$ cat config.mk
export PLATFORM = sky130hd
export DESIGN_NAME = cfu_cmd_issuer
export DESIGN_NICKNAME = d
export VERILOG_FILES = /design/src/rtl/cfu_cmd_issuer.sv
export SDC_FILE = /design/constraint.sdc
export NUM_CORES = 1
export LEC_CHECK = 0
export CAP_MARGIN = 40
export CORE_ASPECT_RATIO = 1.25
export CORE_MARGIN = 2
export CORE_UTILIZATION = 45
export CTS_BUF_LIST = sky130_fd_sc_hd__clkbuf_16
export DETAILED_ROUTE_END_ITERATION = 8
export PLACE_DENSITY = 0.95
export SLEW_MARGIN = 20
export SYNTH_ARGS = -nofsm -noshare
export SYNTH_HDL_FRONTEND = slang
export SYNTH_SLANG_ARGS = --single-unit
$ cat constraint.sdc
create_clock -name clk -period 4.98 [get_ports clk]
set_input_delay 0.996 -clock clk [delete_from_list [all_inputs] [get_ports clk]]
set_output_delay 0.996 -clock clk [all_outputs]
set_load 0.02 [all_outputs]
$ cat src/rtl/cfu_cmd_issuer.sv
// Initiator side of the CFU command/response bus. Issues one command at a time,
// waits for the response (or times out) and hands the result back to the requester.
module cfu_cmd_issuer #(
    parameter int DATA_W         = 32,
    parameter int TIMEOUT_CYCLES = 1024,
    parameter int STRAY_W        = 8
) (
    input  logic                clk,
    input  logic                reset_n,
    input  logic                req_valid,
    output logic                req_ready,
    input  logic [2:0]          req_op,
    input  logic [6:0]          req_subop,
    input  logic [DATA_W-1:0]   req_in0,
    input  logic [DATA_W-1:0]   req_in1,
    output logic                cmd_valid,
    input  logic                cmd_ready,
    output logic [9:0]          cmd_payload_function_id,
    output logic [DATA_W-1:0]   cmd_payload_inputs_0,
    output logic [DATA_W-1:0]   cmd_payload_inputs_1,
    input  logic                rsp_valid,
    output logic                rsp_ready,
    input  logic [DATA_W-1:0]   rsp_payload_outputs_0,
    output logic                res_valid,
    input  logic                res_ready,
    output logic [DATA_W-1:0]   res_data,
    output logic                res_timeout,
    output logic [STRAY_W-1:0]  stray_count
);

    localparam int TMR_W      = (TIMEOUT_CYCLES > 1) ? $clog2(TIMEOUT_CYCLES) : 1;
    localparam int TMR_LAST_I = (TIMEOUT_CYCLES > 0) ? TIMEOUT_CYCLES - 1 : 0;
    localparam logic [TMR_W-1:0] TMR_LAST = TMR_W'(TMR_LAST_I);
    localparam bit TMR_EN = (TIMEOUT_CYCLES != 0);

    typedef enum logic [1:0] {
        S_IDLE = 2'd0,
        S_SEND = 2'd1,
        S_WAIT = 2'd2,
        S_DONE = 2'd3
    } state_t;

    state_t               state_q, state_d;
    logic                 cmd_valid_q, cmd_valid_d;
    logic [9:0]           fid_q, fid_d;
    logic [DATA_W-1:0]    in0_q, in0_d;
    logic [DATA_W-1:0]    in1_q, in1_d;
    logic                 res_valid_q, res_valid_d;
    logic [DATA_W-1:0]    res_data_q, res_data_d;
    logic                 res_timeout_q, res_timeout_d;
    logic [TMR_W-1:0]     timer_q, timer_d;
    logic [STRAY_W-1:0]   stray_q, stray_d;

    always_ff @(posedge clk or negedge reset_n) begin
        if (!reset_n) begin
            state_q       <= S_IDLE;
            cmd_valid_q   <= 1'b0;
            fid_q         <= '0;
            in0_q         <= '0;
            in1_q         <= '0;
            res_valid_q   <= 1'b0;
            res_data_q    <= '0;
            res_timeout_q <= 1'b0;
            timer_q       <= '0;
            stray_q       <= '0;
        end else begin
            state_q       <= state_d;
            cmd_valid_q   <= cmd_valid_d;
            fid_q         <= fid_d;
            in0_q         <= in0_d;
            in1_q         <= in1_d;
            res_valid_q   <= res_valid_d;
            res_data_q    <= res_data_d;
            res_timeout_q <= res_timeout_d;
            timer_q       <= timer_d;
            stray_q       <= stray_d;
        end
    end

    always_comb begin
        state_d       = state_q;
        cmd_valid_d   = cmd_valid_q;
        fid_d         = fid_q;
        in0_d         = in0_q;
        in1_d         = in1_q;
        res_valid_d   = res_valid_q;
        res_data_d    = res_data_q;
        res_timeout_d = res_timeout_q;
        timer_d       = timer_q;
        stray_d       = stray_q;

        case (state_q)
            S_IDLE: begin
                if (req_valid) begin
                    fid_d       = {req_subop, req_op};
                    in0_d       = req_in0;
                    in1_d       = req_in1;
                    cmd_valid_d = 1'b1;
                    state_d     = S_SEND;
                end
            end
            S_SEND: begin
                if (cmd_ready) begin
                    cmd_valid_d = 1'b0;
                    timer_d     = '0;
                    state_d     = S_WAIT;
                end
            end
            S_WAIT: begin
                // A response arriving in the expiry cycle takes priority over the timeout.
                if (rsp_valid) begin
                    res_data_d    = rsp_payload_outputs_0;
                    res_timeout_d = 1'b0;
                    res_valid_d   = 1'b1;
                    state_d       = S_DONE;
                end else if (TMR_EN && (timer_q == TMR_LAST)) begin
                    res_data_d    = '0;
                    res_timeout_d = 1'b1;
                    res_valid_d   = 1'b1;
                    state_d       = S_DONE;
                end else begin
                    timer_d = timer_q + TMR_W'(1);
                end
            end
            S_DONE: begin
                if (res_ready) begin
                    res_valid_d = 1'b0;
                    state_d     = S_IDLE;
                end
            end
            default: state_d = S_IDLE;
        endcase

        // Responses are always accepted; outside WAIT they belong to no transaction.
        if (rsp_valid && (state_q != S_WAIT) && (stray_q != {STRAY_W{1'b1}})) begin
            stray_d = stray_q + STRAY_W'(1);
        end
    end

    assign req_ready               = (state_q == S_IDLE);
    assign rsp_ready               = 1'b1;
    assign cmd_valid               = cmd_valid_q;
    assign cmd_payload_function_id = fid_q;
    assign cmd_payload_inputs_0    = in0_q;
    assign cmd_payload_inputs_1    = in1_q;
    assign res_valid               = res_valid_q;
    assign res_data                = res_data_q;
    assign res_timeout             = res_timeout_q;
    assign stray_count             = stray_q;

endmodule

==> impl_results.md, run 1 <==
* Layout cells sized above 1 at 18.8%
* First-pass iteration count of the detailed router at 5
* Global Route Usage Sum at 22.3%
* CP bufs+invs at 2
* Gates resized, CTS repair at 0
* Core region area at 11100 sq um
* X dimension of the die at 99.4 microns
* Average detailed-routed wire length per instance at 18.3 microns
* Nets@finish at 714
* Final weighted congestion of routability-driven global placement at 0.824
* Effective utilization at floorplan at 46.2%
* RSZ-0062 raised after global routing: false
* Worst hold stages at 1
* Worst path required time at 3.98 ns
* Ratio of final minimum period to clock period at 57.2%
* Leakage dissipation at 0.00355 uW
* TritonCTS Buffers at 17
* Final antenna diode count at 0
* Worst slack, placed at 1.84 ns
* Startpoint of the most critical register-to-register path: state_q[0]$_DFFE_PN0P_
* Max cap viols at 0
* Slowest Stage Delay on Critical Path at 0.66 ns
* Power density over the cells at 688 nW/um^2
* Arrival time reported for the critical path endpoint at 1.85 ns
* Syn. warnings at 0
* Final setup fails at 0
* Endpoint of the worst hold-timing path: res_data[6]$_DFFE_PN0P_
* Number of max-slew violations in the final report at 0
* Average cell area after synthesis at 14.2 sq um
* Antenna violations before repair at 0
* Post-DP HPWL at 9850 microns
* Flip-flop and latch count after synthesis at 129
* Maximum number of pins on one net before global-route repair at 49
* DRC violations left at 0
* Vias per std cell at 5.24
* Final setup TNS at 0 ns
* Number of sinks handled by clock tree synthesis at 129
* I/O pin total at 231
* Cell at the slowest stage of the critical path: sky130_fd_sc_hd__clkdlybuf4s50_1
* Antenna viol nets, final at 0
* Dominant delay contributor by cell family on the critical path: buffers and inverters
* Number of library cell types mapped by synthesis at 37
* Netlist area before placement at 5120 sq um
* Tightest Hold Check Type: reg -> reg
* Height of the die at 123 microns
* Shortest period the worst path allows at 2.85 ns
* Type of the worst setup path: reg -> out
* VDD IR-drop max at 389 uV
* First-pass GRT wire length at 21100 microns
* Maximum clock insertion buffer count at 2
* Hold buffers post-CTS at 0
* Number of I/O port buffers at 229
* Clock root cell: sky130_fd_sc_hd__clkbuf_16
* Slew margin rel. at 60.5%
* Area added between synthesis and finish at 58.9%
* Maximum clock rate at 351 MHz
* Actual slew at the worst max-slew pin at 0.589 ns
* Clock latency at the later pin of the worst-skew pair at 0.40 ns
* H-tree depth at 4
* Number of global-route vias before repair at 4184
* Series of cell instances along the critical path: inv_1, ha_1, clkdlybuf4s50_1
* R2R setup slack at 2.43 ns
* Worst Reg2Reg Path Length in Cells at 6
* Kind of end point of the critical path: primary output
* Beginning of the worst hold path: res_data[6]$_DFFE_PN0P_
* Async SR Flop Fraction at 100%
* Final worst-path setup slack at 2.13 ns
* Number of fillers in the final layout at 698
* Type of origin of the critical path: flop
* Residual overflow from global routing at 0
* EDFF count, synth at 0
* Overall die area at 12200 sq um
* Worst setup path startpoint: state_q[0]$_DFFE_PN0P_
* Starting DRC count in detailed routing at 124
* Endpoints failing hold at 0
* Critical path fanouts, max at 4
* Clock edge transition at the registers on the reported setup and hold paths at 0.05 ns
* Total detailed-routing wirelength at 13600 microns
* Result of the run: finished, final reports clean
* Number of placement rows at 43
* Via count at 3891
* Post-synth net total at 480
* Sequential cell area fraction in the yosys report at 63.1%
* Commonest register cell after synthesis: sky130_fd_sc_hd__dfrtp_1
* Reg-to-Reg End: timer_q[8]$_DFFE_PN0P_
* Gate count of the mapped netlist at 361
* Post-CTS Setup Repair Bufs at 0
* CTS tree: built
* Clock skew at 0.0111 ns
==> logic make-up (layout without fill, tap and decap cells) <==
family	Yosys count	after routing	synth area share, %
flops	129	129	63.1
mux	79	79	17.3
simple gates	60	60	6.31
compound gates	53	53	8.22
buf+inv	25	271	2.08
fa+ha+maj	7	7	1.71
xor+xnor	7	7	1.20
other cells	1	1	0.0733
==> through the flow <==
| stage | area [sq um] | util, % | hold WS [ns] | instances | total power [uW] |
|---|---|---|---|---|---|
| 2_1_floorplan | 5120 | - | 0.501 | 361 | 3130 |
| 3_5_place_dp | 7560 | 68.2 | 0.480 | 711 | 4420 |
| 3_3_place_gp | 7510 | 67.8 | 0.481 | 708 | 4280 |
| 4_1_cts | 8130 | 73.3 | 0.501 | 742 | 5650 |
| 5_1_grt | 8130 | 73.3 | 0.508 | 742 | 5870 |
| 6_report | 8130 | 73.3 | 0.499 | 742 | 5590 |
==> Yosys cell counts (all sizes together) (5+ instances only) <==
library cell	count	area, sq um
nor2	9	33.8
nand4	5	31.3
nand3	10	50.1
o21ai	5	25.0
mux2	76	856
nor3	5	30.0
xor2	6	52.6
nand2	13	48.8
dfrtp	129	3230
nand2b	7	43.8
a22o	32	280
clkbuf	16	60.1
ha	7	87.6
inv	6	22.5
==> flip-flops by register name, indices dropped and copies added (netlist names) <==
| name | count |
|---|---|
| timer_q | 10 |
| cmd_payload_inputs_1 | 32 |
| cmd_payload_inputs_0 | 32 |
| res_timeout | 1 |
| cmd_valid | 1 |
| res_data | 32 |
| cmd_payload_function_id | 10 |
| res_valid | 1 |
| state_q | 2 |
| stray_count | 8 |
==> how the worst max path moves through the flow <==
| stage | end | cells past startpoint |
|---|---|---|
| after CTS | req_ready | 3 |
| after floorplan | timer_q[8]$_DFFE_PN0P_ | 6 |
| after detailed placement | timer_q[8]$_DFFE_PN0P_ | 5 |
| after global routing | req_ready | 3 |
| after global placement | timer_q[3]$_DFFE_PN0P_ | 5 |
| final | req_ready | 3 |
==> per-layer routing <==
metal | GRT usage, % | routed length (microns) | up-vias | part of all wire [%]
met5 | 0 | 0 | - | 0
met4 | 8.65 | 245 | 0 | 1.8
met3 | 6.73 | 855 | 21 | 6.3
met2 | 39.9 | 7380 | 173 | 54
met1 | 24.9 | 5090 | 1914 | 37
li1 | - | - | 1783 | -
==> final cells by class <==
cell class / count / area (sq um) / share of cell area, %
timing repair buffer: 234 / 2350 / 28.9
clock inverter: 14 / 143 / 1.75
sequential: 129 / 3230 / 39.7
tap: 135 / 169 / 2.08
clock buffer: 17 / 425 / 5.23
inverter: 6 / 22.5 / 0.277
multi-input combinational: 207 / 1790 / 22.0
==> report_power, final <==
part           internal, uW  total (uW)  switching, uW
sequential             1530        1830            300
combinational          1350        2580           1240
clock                   732        1180            449
==> layout by cell type, fill, tap and decap left out, types with 6 or more instances in the layout <==
| master | n |
|---|---|
| sky130_fd_sc_hd__nand3_1 | 10 |
| sky130_fd_sc_hd__clkbuf_16 | 17 |
| sky130_fd_sc_hd__a22o_1 | 32 |
| sky130_fd_sc_hd__mux2_2 | 76 |
| sky130_fd_sc_hd__nor2_1 | 9 |
| sky130_fd_sc_hd__nand2b_1 | 7 |
| sky130_fd_sc_hd__ha_1 | 7 |
| sky130_fd_sc_hd__clkdlybuf4s50_1 | 228 |
| sky130_fd_sc_hd__dfrtp_1 | 129 |
| sky130_fd_sc_hd__nand2_1 | 12 |
| sky130_fd_sc_hd__inv_1 | 7 |
| sky130_fd_sc_hd__xor2_1 | 6 |
(Power assumes the default switching activity.)
==> inputs of run 2 (changes only) <==
--- a/config.mk
+++ b/config.mk
@@ -8,10 +8,10 @@
 export CAP_MARGIN = 40
 export CORE_ASPECT_RATIO = 1.25
 export CORE_MARGIN = 2
-export CORE_UTILIZATION = 45
+export CORE_UTILIZATION = 42
 export CTS_BUF_LIST = sky130_fd_sc_hd__clkbuf_16
 export DETAILED_ROUTE_END_ITERATION = 8
-export PLACE_DENSITY = 0.95
+export PLACE_DENSITY = 0.9
 export SLEW_MARGIN = 20
 export SYNTH_ARGS = -nofsm -noshare
 export SYNTH_HDL_FRONTEND = slang
==> constraint.sdc (replaced) <==
create_clock -name clk -period 2.65 [get_ports clk]
set_input_delay 0.53 -clock clk [delete_from_list [all_inputs] [get_ports clk]]
set_output_delay 0.53 -clock clk [all_outputs]
set_load 0.02 [all_outputs]
==> impl_results.md, run 2 (synthesis results as in run 1) <==
* PnR Total Power at 10600 uW (+89%)
* Type of the worst setup path: reg -> out
* Final setup TNS at 0 ns (unchanged)
* Result of the run: finished, final reports clean
* Number of fillers in the final layout at 893 (+28%)
* Clock latency at the later pin of the worst-skew pair at 0.41 ns (about the same)
* Clock skew at 0.00704 ns (-0.00402 ns)
* Commonest non-fill, non-tap cells in the layout: sky130_fd_sc_hd__clkdlybuf4s50_1 (228), sky130_fd_sc_hd__dfrtp_1 (129), sky130_fd_sc_hd__mux2_2 (76), sky130_fd_sc_hd__a22o_1 (32), sky130_fd_sc_hd__clkbuf_16 (17)
* Endpoints failing hold at 0 (unchanged)
* Area of all sequential standard cells at 3230 sq um (unchanged)
* Average detailed-routed wire length per instance at 17.9 microns (-1.9%)
* Ratio of final minimum period to clock period at 92.7%
* Height of the die at 127 microns (+3.4%)
* Slew margin rel. at 54.2% (-6.3 points)
* Post-CTS Setup Repair Bufs at 0 (unchanged)
* Nets@finish at 716 (+0.28%)
* Layout cells sized above 1 at 18.6% (-0.23 points)
* Vias per std cell at 5.16 (-1.6%)
* Via count at 3988 (+2.5%)
* Combined area of the multi-input logic cells at 1790 sq um (unchanged)
* Hold buffers post-CTS at 0 (unchanged)
* Global Route Usage Sum at 21.5% (-0.85 points)
* Worst hold-check slack at 0.139 ns (-0.361 ns)
* Clock edge transition at the registers on the reported setup and hold paths at 0.05 ns (about the same)
* First-pass iteration count of the detailed router at 4 (-1)
* Number of global-route vias before repair at 4314 (+3.1%)
* Number of sinks handled by clock tree synthesis at 129 (unchanged)
* Power density over the cells at 1290 nW/um^2 (+88%)
* Maximum clock insertion buffer count at 2 (unchanged)
* Arrival time reported for the critical path endpoint at 1.93 ns (+0.08 ns)
* Starting DRC count in detailed routing at 134 (+8.1%)
* Final setup fails at 0 (unchanged)
* Clock root cell: sky130_fd_sc_hd__clkbuf_16
* I/O pin total at 231 (unchanged)
* Critical path fanouts, max at 4 (unchanged)
* Number of max-slew violations in the final report at 0 (unchanged)
* Max cap viols at 0 (unchanged)
* Maximum clock rate at 407 MHz
* Most common cell after layout, fill and taps aside: sky130_fd_sc_hd__clkdlybuf4s50_1
* Type of origin of the critical path: flop
* Effective utilization at floorplan at 42.7% (-3.5 points)
* Worst path required time at 2.12 ns (-1.86 ns)
* DRC violations left at 0 (unchanged)
* Antenna viol nets, final at 0 (unchanged)
* Area added between synthesis and finish at 60.1%
* Final antenna diode count at 0 (unchanged)
* Overall die area at 13100 sq um (+6.9%)
* Startpoint of the most critical register-to-register path: state_q[0]$_DFFE_PN0P_
* VDD IR-drop max at 770 uV (+98%)
* Kind of end point of the critical path: primary output
* Worst setup path startpoint: state_q[0]$_DFFE_PN0P_
* Core region area at 12000 sq um (+8.2%)
* Residual overflow from global routing at 0 (unchanged)
* Sum of routed wire segments on met1 at 5070 microns (-0.35%)
* Actual slew at the worst max-slew pin at 0.684 ns (+0.0944 ns)
* H-tree depth at 4 (unchanged)
* Post-DP HPWL at 9840 microns (-0.11%)
* Met3 routed WL at 1250 microns (+46%)
* Total detailed-routing wirelength at 13900 microns (+2.2%)
* First-pass GRT wire length at 21300 microns (+1.3%)
* Number of I/O port buffers at 229 (unchanged)
* RSZ-0062 raised after global routing: false
* Maximum number of pins on one net before global-route repair at 56 (+14%)
* Leakage dissipation at 0.00358 uW (+0.76%)
* Gates resized, CTS repair at 0 (unchanged)
* Final weighted congestion of routability-driven global placement at 0.841 (+2.1%)
* Number of placement rows at 45 (+4.7%)
* TritonCTS Buffers at 17 (unchanged)
* Antenna violations before repair at 0 (unchanged)
* X dimension of the die at 103 microns (+3.4%)
* Top layer reached by signal wires: met4
* Wire length on met2 at 7100 microns (-3.7%)
* Tightest Hold Check Type: in -> async
* Shortest period the worst path allows at 2.46 ns
* CTS tree: built
==> run 2: cell type report <==
| class | count | share of cell area (%) |
|---|---|---|
| clock buffers | 17 | 5.19 |
| flip-flops and latches | 129 | 39.4 |
| clock inverters | 14 | 1.85 |
| repair buffers | 236 | 28.9 |
| multi-input cells | 207 | 21.8 |
| inverters | 6 | 0.275 |
| well taps | 164 | 2.51 |
==> run 2: critical path: stages (launching register included) <==
cell and delay, ns:
sky130_fd_sc_hd__dfrtp_1 0.41, sky130_fd_sc_hd__inv_1 0.13, sky130_fd_sc_hd__ha_1 0.31, sky130_fd_sc_hd__clkdlybuf4s50_1 0.68
==> run 2: metrics by stage <==
step,area (sq um),setup slack [ns],std cells,utilization (%)
final,8190,0.194,773,68.3
after global routing,8190,0.125,773,68.3
after CTS,8190,0.194,773,68.3
after detailed placement,7610,0.262,742,63.5
after global placement,7610,0.260,742,63.5
after floorplan,5120,0.536,361,-
==> run 2: final timing paths <==
check | endpoint | slack, ns | depth (start not counted)
hold reg to reg | res_data[14]$_DFFE_PN0P_ | 0.50 | 1
setup / recovery | req_ready | 0.19 | 3
setup reg to reg | timer_q[3]$_DFFE_PN0P_ | 0.20 | 6
min in group clk | res_data[14]$_DFFE_PN0P_ | 0.50 | 1
max in group asynchronous | cmd_payload_inputs_0[12]$_DFFE_PN0P_ | 1.82 | 2
hold / removal | stray_count[3]$_DFFE_PN0P_ | 0.14 | 1
==> run 2: power breakdown <==
group	switching (uW)	internal [uW]
logic	2340	2530
clock network	838	1450
registers	544	2880
total	3720	6860
==> run 2: metal layers <==
layer / track usage, % / vias to the layer above
met3: 7.82 / 40
met1: 23.6 / 1957
met4: 10.4 / 0
met2: 36.3 / 212
met5: 0 / -
li1: - / 1779
